$ cat config.mk
export PLATFORM = sky130hd
export DESIGN_NAME = imem_loader
export DESIGN_NICKNAME = d
export VERILOG_FILES = /design/src/rtl/imem_pkg.sv /design/src/rtl/imem_ram.sv /design/src/rtl/imem_loader.sv
export SDC_FILE = /design/constraint.sdc
export NUM_CORES = 2
export LEC_CHECK = 0
export ABC_CLOCK_PERIOD_IN_PS = 3750
export BUFFER_PORTS_ARGS = -buffer_cell sky130_fd_sc_hd__buf_2
export CORE_ASPECT_RATIO = 1.4
export CORE_UTILIZATION = 59
export CTS_BUF_LIST = sky130_fd_sc_hd__clkbuf_4
export DETAILED_ROUTE_END_ITERATION = 10
export PLACE_DENSITY = 0.78
export SYNTH_ARGS = -nofsm -noshare
export SYNTH_HDL_FRONTEND = slang
export SYNTH_SLANG_ARGS = --single-unit
$ cat constraint.sdc
create_clock -name clock -period 3.75 [get_ports clock]
set_clock_uncertainty 0.2 [all_clocks]
set_input_delay 0.75 -clock clock [delete_from_list [all_inputs] [get_ports clock]]
set_output_delay 0.75 -clock clock [all_outputs]
set_load 0.03 [all_outputs]
$ cat src/rtl/imem_pkg.sv
// Shared types and constants for the instruction-memory loader.
package imem_pkg;

    // Loader control states.
    typedef enum logic [1:0] {
        HOLD = 2'd0,
        HDR  = 2'd1,
        LOAD = 2'd2,
        RUN  = 2'd3
    } state_t;

    // Position of the next accepted byte within a 3-byte instruction word.
    typedef enum logic [1:0] {
        PH_HI  = 2'd0,
        PH_MID = 2'd1,
        PH_LO  = 2'd2
    } phase_t;

    // Accepted header word counts lie in HDR_MIN..depth.
    localparam int unsigned HDR_MIN = 1;

    function automatic logic hdr_valid(input logic [7:0] n, input int unsigned depth);
        return (32'(n) >= HDR_MIN) && (32'(n) <= depth);
    endfunction

endpackage

$ cat src/rtl/imem_ram.sv
// Instruction storage: synchronous write, asynchronous read, no reset.
module imem_ram #(
    parameter int unsigned DEPTH = 128,
    parameter int unsigned AW    = 7,
    parameter int unsigned WIDTH = 17
) (
    input  logic             clock,
    input  logic             we,
    input  logic [AW-1:0]    waddr,
    input  logic [WIDTH-1:0] wdata,
    input  logic [AW-1:0]    raddr,
    output logic [WIDTH-1:0] rdata
);

    logic [WIDTH-1:0] mem [DEPTH];

    // Write port.
    always_ff @(posedge clock) begin
        if (we) begin
            mem[waddr] <= wdata;
        end
    end

    assign rdata = mem[raddr];

endmodule

$ cat src/rtl/imem_loader.sv
// Byte-stream program loader for the CPU instruction memory; holds the CPU
// in reset while a program is loaded and masks reads outside the loaded image.
module imem_loader
    import imem_pkg::*;
#(
    parameter int unsigned DEPTH = 128
) (
    input  logic        clock,
    input  logic        reset,
    input  logic [15:0] imemaddr,
    output logic [16:0] imemrdata,
    input  logic        ld_start,
    input  logic        ld_valid,
    input  logic [7:0]  ld_data,
    output logic        ld_ready,
    output logic        cpu_reset,
    output logic        ld_error,
    output logic [7:0]  word_count
);

    localparam int unsigned AW = $clog2(DEPTH);

    state_t      state_q, state_d;
    phase_t      phase_q;
    logic [7:0]  wptr_q;
    logic [7:0]  n_q;
    logic [7:0]  word_count_q;
    logic        hi_q;
    logic [7:0]  mid_q;
    logic        err_q;
    logic        restart_q;

    logic        start_load;
    logic        hdr_good;
    logic        hdr_bad;
    logic        byte0_err;
    logic        wr_en;
    logic        load_done;
    logic        in_range;
    logic [16:0] ram_rdata;
    logic        unused_addr_lsb;

    assign unused_addr_lsb = imemaddr[0];

    // State register.
    always_ff @(posedge clock) begin
        if (reset) begin
            state_q <= HOLD;
        end else begin
            state_q <= state_d;
        end
    end

    // Next-state decode and datapath strobes.
    always_comb begin
        state_d    = state_q;
        start_load = 1'b0;
        hdr_good   = 1'b0;
        hdr_bad    = 1'b0;
        byte0_err  = 1'b0;
        wr_en      = 1'b0;
        load_done  = 1'b0;
        case (state_q)
            HOLD: begin
                if (ld_start || restart_q) begin
                    start_load = 1'b1;
                    state_d    = HDR;
                end
            end
            HDR: begin
                if (ld_valid) begin
                    if (hdr_valid(ld_data, DEPTH)) begin
                        hdr_good = 1'b1;
                        state_d  = LOAD;
                    end else begin
                        hdr_bad = 1'b1;
                        state_d = HOLD;
                    end
                end
            end
            LOAD: begin
                if (ld_valid) begin
                    case (phase_q)
                        PH_HI:   byte0_err = |ld_data[7:1];
                        PH_LO: begin
                            wr_en = 1'b1;
                            if (wptr_q + 8'd1 == n_q) begin
                                load_done = 1'b1;
                                state_d   = RUN;
                            end
                        end
                        default: ;
                    endcase
                end
            end
            RUN: begin
                if (ld_start) begin
                    state_d = HOLD;
                end
            end
            default: state_d = HOLD;
        endcase
    end

    // Pointer, byte assembler, header, counters and error flag.
    // A start seen in RUN is remembered so HOLD launches the reload on its own
    // after spending one cycle with cpu_reset asserted.
    always_ff @(posedge clock) begin
        if (reset) begin
            phase_q      <= PH_HI;
            wptr_q       <= '0;
            n_q          <= '0;
            word_count_q <= '0;
            hi_q         <= 1'b0;
            mid_q        <= '0;
            err_q        <= 1'b0;
            restart_q    <= 1'b0;
        end else begin
            if (start_load) begin
                wptr_q    <= '0;
                phase_q   <= PH_HI;
                err_q     <= 1'b0;
                restart_q <= 1'b0;
            end
            if (state_q == RUN && ld_start) begin
                restart_q <= 1'b1;
            end
            if (hdr_good) begin
                n_q <= ld_data;
            end
            if (hdr_bad || byte0_err) begin
                err_q <= 1'b1;
            end
            if (state_q == LOAD && ld_valid) begin
                case (phase_q)
                    PH_HI: begin
                        hi_q    <= ld_data[0];
                        phase_q <= PH_MID;
                    end
                    PH_MID: begin
                        mid_q   <= ld_data;
                        phase_q <= PH_LO;
                    end
                    PH_LO: begin
                        wptr_q  <= wptr_q + 8'd1;
                        phase_q <= PH_HI;
                    end
                    default: phase_q <= PH_HI;
                endcase
            end
            if (load_done) begin
                word_count_q <= n_q;
            end
        end
    end

    imem_ram #(
        .DEPTH (DEPTH),
        .AW    (AW),
        .WIDTH (17)
    ) u_ram (
        .clock (clock),
        .we    (wr_en),
        .waddr (wptr_q[AW-1:0]),
        .wdata ({hi_q, mid_q, ld_data}),
        .raddr (imemaddr[AW:1]),
        .rdata (ram_rdata)
    );

    // Comparing the full word index against the count also rejects any
    // nonzero upper address bits, so out-of-range addresses never alias.
    assign in_range   = (state_q == RUN) && (imemaddr[15:1] < 15'(word_count_q));
    assign imemrdata  = in_range ? ram_rdata : '0;

    assign ld_ready   = (state_q == HDR) || (state_q == LOAD);
    assign cpu_reset  = (state_q != RUN);
    assign ld_error   = err_q;
    assign word_count = word_count_q;

endmodule

# --- After elaboration in Yosys (flattened, before gate mapping) ---
# Memory sizes are Yosys's and may differ from the RTL's.
# Cells that the tools add are included.
totals:
  ff_bits: 39
  ramBits: 2176
  in_bits: 28
  out_inout_bits: 28
  mem_count: 1
memory_table:
  columns: ["name", "words", "width", "read_ports", "rd_ports_with_merged_regs", "write_ports", "line", "rtl"]
  rows:
  - ["u_ram.mem", 128, 17, 1, 0, 1, "imem_ram.sv:15", "logic [WIDTH-1:0] mem [DEPTH];"]
classes:
  n_addsub: 1
  n_lt_le_gt_ge: 3
  eq_ne: 13
  muxes: 38
  reduce_logical: 16
op_table:
  columns: ["cell", "n"]
  rows:
  - ["$mux 8", 3]
  - ["$mux 1", 23]
  - ["$mux 2", 9]
  - ["$mux 17", 1]
  - ["$lt 15x8->1", 1]
  - ["$ne 2x2->1 const B", 6]
  - ["$add 8x1->8 const B", 1]
  - ["$eq 8x8->1", 1]
  - ["$ge 8x1->1 const B", 1]
  - ["$le 8x8->1 const B", 1]
  - ["$pmux 2 s4", 1]
  - ["$reduce_or 7->1", 1]
  - ["$eq 2x2->1 const B", 3]
  - ["$reduce_and 6->1", 1]
  - ["$reduce_bool 2->1", 3]
  - ["$eq 2x1->1 const B", 2]
  - ["$logic_and 1x1->1", 4]
  - ["$logic_not 2->1", 2]
  - ["$pmux 2 s2", 1]
  - ["$reduce_and 2->1", 2]
  - ["$logic_or 1x1->1", 3]
  - ["$ne 2x1->1 const B", 1]

# --- Logic depth before layout (Yosys ltp) ---
depth:
  depth_word: 7
  depth_mapped: 13
  ltp_nobuf: 8

# --- Cells and area by module ---
# From an unflattened synthesis, not the netlist that was laid out.
hier_totals:
  hier_cells: 3547
  hier_area_um2: 85381.9
modules_own_cells:
  columns: ["module", "instances", "cells_each", "area_each_um2", "seq_area_each_um2"]
  rows:
  - ["imem_ram", 1, 3252, 83072.2, 65342.7]
  - ["imem_loader", 1, 295, 2309.7, 780.7]

# --- Worst setup path before layout ---
# Ideal clock, no wire load.
synth_path:
  kind: "in2out"
  startpoint: "in imemaddr[1]"
  endpoint: "out imemrdata[2]"
  t_arrival_ns: 3.431
  slack_ns: -0.631
  path_stages: 12
  cell_sequence: "buf_6 -> buf_6 -> buf_6 -> buf_6 -> buf_6 -> buf_6 -> mux2i_1 -> a221oi_1 -> a22oi_1 -> nand3_1 -> o21ai_0 -> o41ai_1"
synth_between:
  elab_chain_len: 3
synth_rtl:
  columns: ["item", "line", "rtl"]
  rows:
  - ["start, declared", "imem_loader.sv:10", "input logic [15:0] imemaddr,"]
  - ["branches (longest 2 deep; another with $mem_v2 128x17)", null, null]
  - ["$mux 17 (*)", "imem_loader.sv:173", "assign imemrdata = in_range ? ram_rdata : '0;"]
  - ["end, declared", "imem_loader.sv:11", "output logic [16:0] imemrdata,"]
# Mark *: on every way between the ends.

# --- Worst setup path in the final report ---
layout_path:
  startpoint: "mem u_ram.mem[123][6]"
  endpoint: "out imemrdata[6]"
layout_between:
  elab_chain_len: 2
layout_rtl:
  columns: ["item", "line"]
  rows:
  - ["start, declared", "imem_ram.sv:15"]
  - ["$mem_v2 128x17", null]
  - ["$mux 17", "imem_loader.sv:173"]
# No other way between the ends.

==> impl_results.rst <==
.. list-table::
   :header-rows: 1

   * - Metric
     - Value
   * - R2R Path Start
     - wptr_q[2]
   * - Post-CTS clock slew at the launch and capture registers of the worst setup and hold paths
     - 0.07 ns
   * - Placeable core region
     - ~0.14 mm2
   * - Remaining number of nets flagged by the antenna check after routing
     - 0
   * - Run status
     - finished, violations left
   * - Async SR Flop Fraction
     - 0%
   * - Hold_sp
     - ld_data[7]
   * - Vias after detailed routing
     - 47,100
   * - Kind of critical path
     - reg -> out
   * - Critical path required time
     - around 2.8 ns
   * - Clock sink count
     - ~2,200
   * - Clock tree from TritonCTS
     - built
   * - Num CTS Buffers
     - approximately 480
   * - Crit path max-delay family
     - multiplexers
   * - Cell area after technology mapping
     - roughly 0.086 mm2
   * - Standard-cell rows
     - 165
   * - Via count of the first global-routing pass
     - around 48,000
   * - Setup repair after global routing missed its margin
     - true
   * - Total routing usage reported by global routing
     - about a third
   * - Most frequent cells after synthesis
     - 2,176 x sky130_fd_sc_hd__edfxtp_1, 579 x sky130_fd_sc_hd__mux4_2, 202 x sky130_fd_sc_hd__nor2_1
   * - PD cells
     - approximately 470 mW/mm2
   * - Crit-path max cell delay
     - 0.62 ns
   * - Count of synthesis-stage warnings from yosys
     - 0
   * - Util after Layout
     - 69.1%
   * - Synth Register Bits
     - between 2,000 and 2,500
   * - Wire length of the first global-routing pass
     - about 320,000 um
   * - Clock tree root buffer cell
     - sky130_fd_sc_hd__clkbuf_4
   * - Proportion of netlist area held by the largest area contributor
     - between 70 and 80%
   * - Net count of the finished layout
     - ~5,000
   * - Largest cells by area after synthesis
     - sky130_fd_sc_hd__edfxtp_1 76%, sky130_fd_sc_hd__mux4_2 15%, sky130_fd_sc_hd__mux2i_1 1.5%, sky130_fd_sc_hd__dfxtp_1 0.91%, sky130_fd_sc_hd__nor2_1 0.88%
   * - Final hold violation count
     - 0
   * - Horizontal die dimension
     - between 300 and 400 um
   * - Library cell with the largest summed area after synthesis
     - sky130_fd_sc_hd__edfxtp_1
   * - Measured slew at the worst slew-check pin
     - 1.09 ns
   * - HPWL after detailed placement
     - about 150,000 um
   * - Most frequently used cell type in the post-synthesis netlist
     - sky130_fd_sc_hd__edfxtp_1
   * - Later-pin clock latency in the skew report
     - around 1.4 ns
   * - Cell chain of the critical path
     - mux4_2 > mux4_2 > mux4_2 > a311o_2 > buf_6
   * - Lkg Pwr
     - 35.2 nW
   * - Pin count of the biggest net entering global routing
     - roughly 130
   * - Total non-filler cell area in the finished layout
     - 0.0999 mm2
   * - Synth Area per Inst
     - 21.9 um2
   * - Highest achievable clock rate
     - between 150 and 200 MHz
   * - Endpoint type of the worst setup path
     - output pin
   * - Flip-flop cell with the highest count after synthesis
     - sky130_fd_sc_hd__edfxtp_1
   * - Total routed wirelength
     - around 230,000 um
   * - Maximum clock path buffer count
     - 4
   * - Path category of the worst min-delay check
     - in -> reg
   * - Global placement routability congestion
     - between 0.9 and 1
   * - Most frequent CP cell
     - sky130_fd_sc_hd__mux4_2
   * - Syn Inst Count
     - around 4,000
   * - Die Ht
     - between 400 and 500 um
   * - Number of unique standard cell types used by synthesis
     - 68
   * - Crit path arrival time
     - between 4 and 5 ns
   * - Filler cells
     - 8,497
   * - Count of buffers from port buffering
     - between 50 and 60
   * - Number of DRC violations after detailed-routing iteration 0
     - 6,300
   * - Post-synthesis net count
     - about 4,000
   * - Total power
     - 46.7 mW
   * - Largest fanout on the critical path
     - 1
   * - Total of endpoints with negative setup slack in the final report
     - 17
   * - Number of flops mapped to enable cells by yosys
     - between 2,000 and 2,500
   * - Post-DR wirelength/cell
     - around 32 um
   * - Kind of launch point of the worst setup path
     - flip-flop
   * - Worst max-slew margin expressed relative to the limit
     - between 20% and 30%
   * - Number of ports placed on the die boundary
     - 56
   * - Final worst slack
     - -1.26 ns
   * - Max-slew violation count
     - 0
   * - Drt pass-1 iters
     - 6
   * - Final period util
     - 134%
   * - Full die area
     - ~0.15 mm2
   * - Deepest level of the CTS H-tree
     - 5
   * - DRC violation count after routing
     - 0
   * - Total overflow reported by the global router
     - 0
   * - Sequential cell area fraction in the yosys report
     - 76.9%
   * - Critical Path Start
     - u_ram.mem[123][6]
   * - Antenna violations before repair
     - 13
   * - Growth of design area from synthesis to finish
     - 16.1%
   * - Via density
     - ~6.6
   * - Initial Utilization
     - 59.5%
   * - Crit path max-delay cell type
     - sky130_fd_sc_hd__mux4_2
   * - Max-cap violations
     - 0
   * - Failing checks
     - negative setup slack
   * - Final critical delay including setup and external delays
     - ~5 ns
   * - Number of buffers and inverters on the critical path
     - 1
   * - Fraction of layout cells with a size suffix above 1
     - between 40% and 50%
   * - VDD IR-drop max
     - 0.231 mV
   * - Area after DPL
     - around 0.093 mm2
## final cells by class
cell class / count / area (um2) / area share, %
inverters: 19 / 76.3 / 0.0764
diodes: 6 / 15.0 / 0.0150
flip-flops and latches: 2215 / 66200 / 66.3
repair buffers: 663 / 6000 / 6.01
clock inverters: 173 / 812 / 0.813
well taps: 1920 / 2400 / 2.41
multi-input cells: 1475 / 19400 / 19.4
clock buffers: 671 / 5040 / 5.04
## worst paths after layout
check / to / slack [ns] / cells past startpoint
max: imemrdata[6] / -1.26 / 5
min: u_ram.mem[81][7] / 0.25 / 2
max reg2reg: state_q[0] / 0.52 / 7
min reg2reg: phase_q[1] / 0.31 / 2
## where the power goes
group	switching (mW)	internal [mW]	total [mW]
registers	0.0109	26.9	26.9
clock network	8.93	8.54	17.5
logic	1.32	0.977	2.30
## placed cells by master (no fill, tap or decap), types with 17 or more instances in the layout
cell type and count:
sky130_fd_sc_hd__a21oi_1 43, sky130_fd_sc_hd__a221oi_1 33, sky130_fd_sc_hd__a22oi_1 25, sky130_fd_sc_hd__a31oi_1 17, sky130_fd_sc_hd__buf_12 75, sky130_fd_sc_hd__buf_2 25, sky130_fd_sc_hd__buf_4 520, sky130_fd_sc_hd__buf_6 22
sky130_fd_sc_hd__clkbuf_4 671, sky130_fd_sc_hd__clkinv_1 125, sky130_fd_sc_hd__clkinv_2 36, sky130_fd_sc_hd__dfxtp_1 26, sky130_fd_sc_hd__dlygate4sd3_1 18, sky130_fd_sc_hd__edfxtp_1 2176, sky130_fd_sc_hd__mux2i_1 126, sky130_fd_sc_hd__mux4_2 579
sky130_fd_sc_hd__nand2_1 120, sky130_fd_sc_hd__nand3_1 32, sky130_fd_sc_hd__nor2_1 95, sky130_fd_sc_hd__nor2_2 106, sky130_fd_sc_hd__o21ai_0 41
## per-stage QoR
| stage | worst slack [ns] | cells | setup TNS (ns) | hold WS [ns] |
|---|---|---|---|---|
| floorplan | -0.0453 | 3930 | -0.254 | 0.259 |
| global placement | -1.05 | 6273 | -11.89 | 0.272 |
| detailed placement | -1.02 | 6273 | -12.65 | 0.276 |
| CTS | -1.35 | 7134 | -19.28 | 0.103 |
| global route | -1.33 | 7140 | -18.94 | 0.224 |
| finish | -1.26 | 7142 | -17.02 | 0.248 |
## state kept, by name (all words and copies together), names as in the netlist, named ones only
| name | cells |
|---|---|
| wptr_q | 8 |
| hi_q | 1 |
| word_count | 8 |
| u_ram.mem | 2176 |
| mid_q | 8 |
| state_q | 1 |
| restart_q | 1 |
| n_q | 8 |
| phase_q | 2 |
| ld_error | 1 |
## metal layers
metal	vias to the layer above	global-route usage (%)	share of wire [%]	wire length [um]
met4	14	20.7	7.1	16400
met2	3502	52.8	50	115000
met5	-	0	0.040	93
met1	24000	36.4	32	72600
met3	796	7.73	11	25400
li1	18800	-	-	-
## cells by family after synthesis
family / Yosys count / synth area share [%]
simple gates: 463 / 2.41
compound gates: 274 / 2.20
flops: 2215 / 76.9
mux: 718 / 16.8
fa+ha+maj: 12 / 0.175
buf+inv: 240 / 1.45
xor+xnor: 8 / 0.0815
## what timing repair did
item / 4_1_cts / 5_1_grt
resized for setup: 80 / 11
setup endpoints to repair: 17 / 17
hold buffers: 18 / 0
hold endpoints to repair: 578 / 0
pin swaps: 22 / 16
setup buffers: 3 / 2
Note: power is estimated with default switching activity, not from simulation.
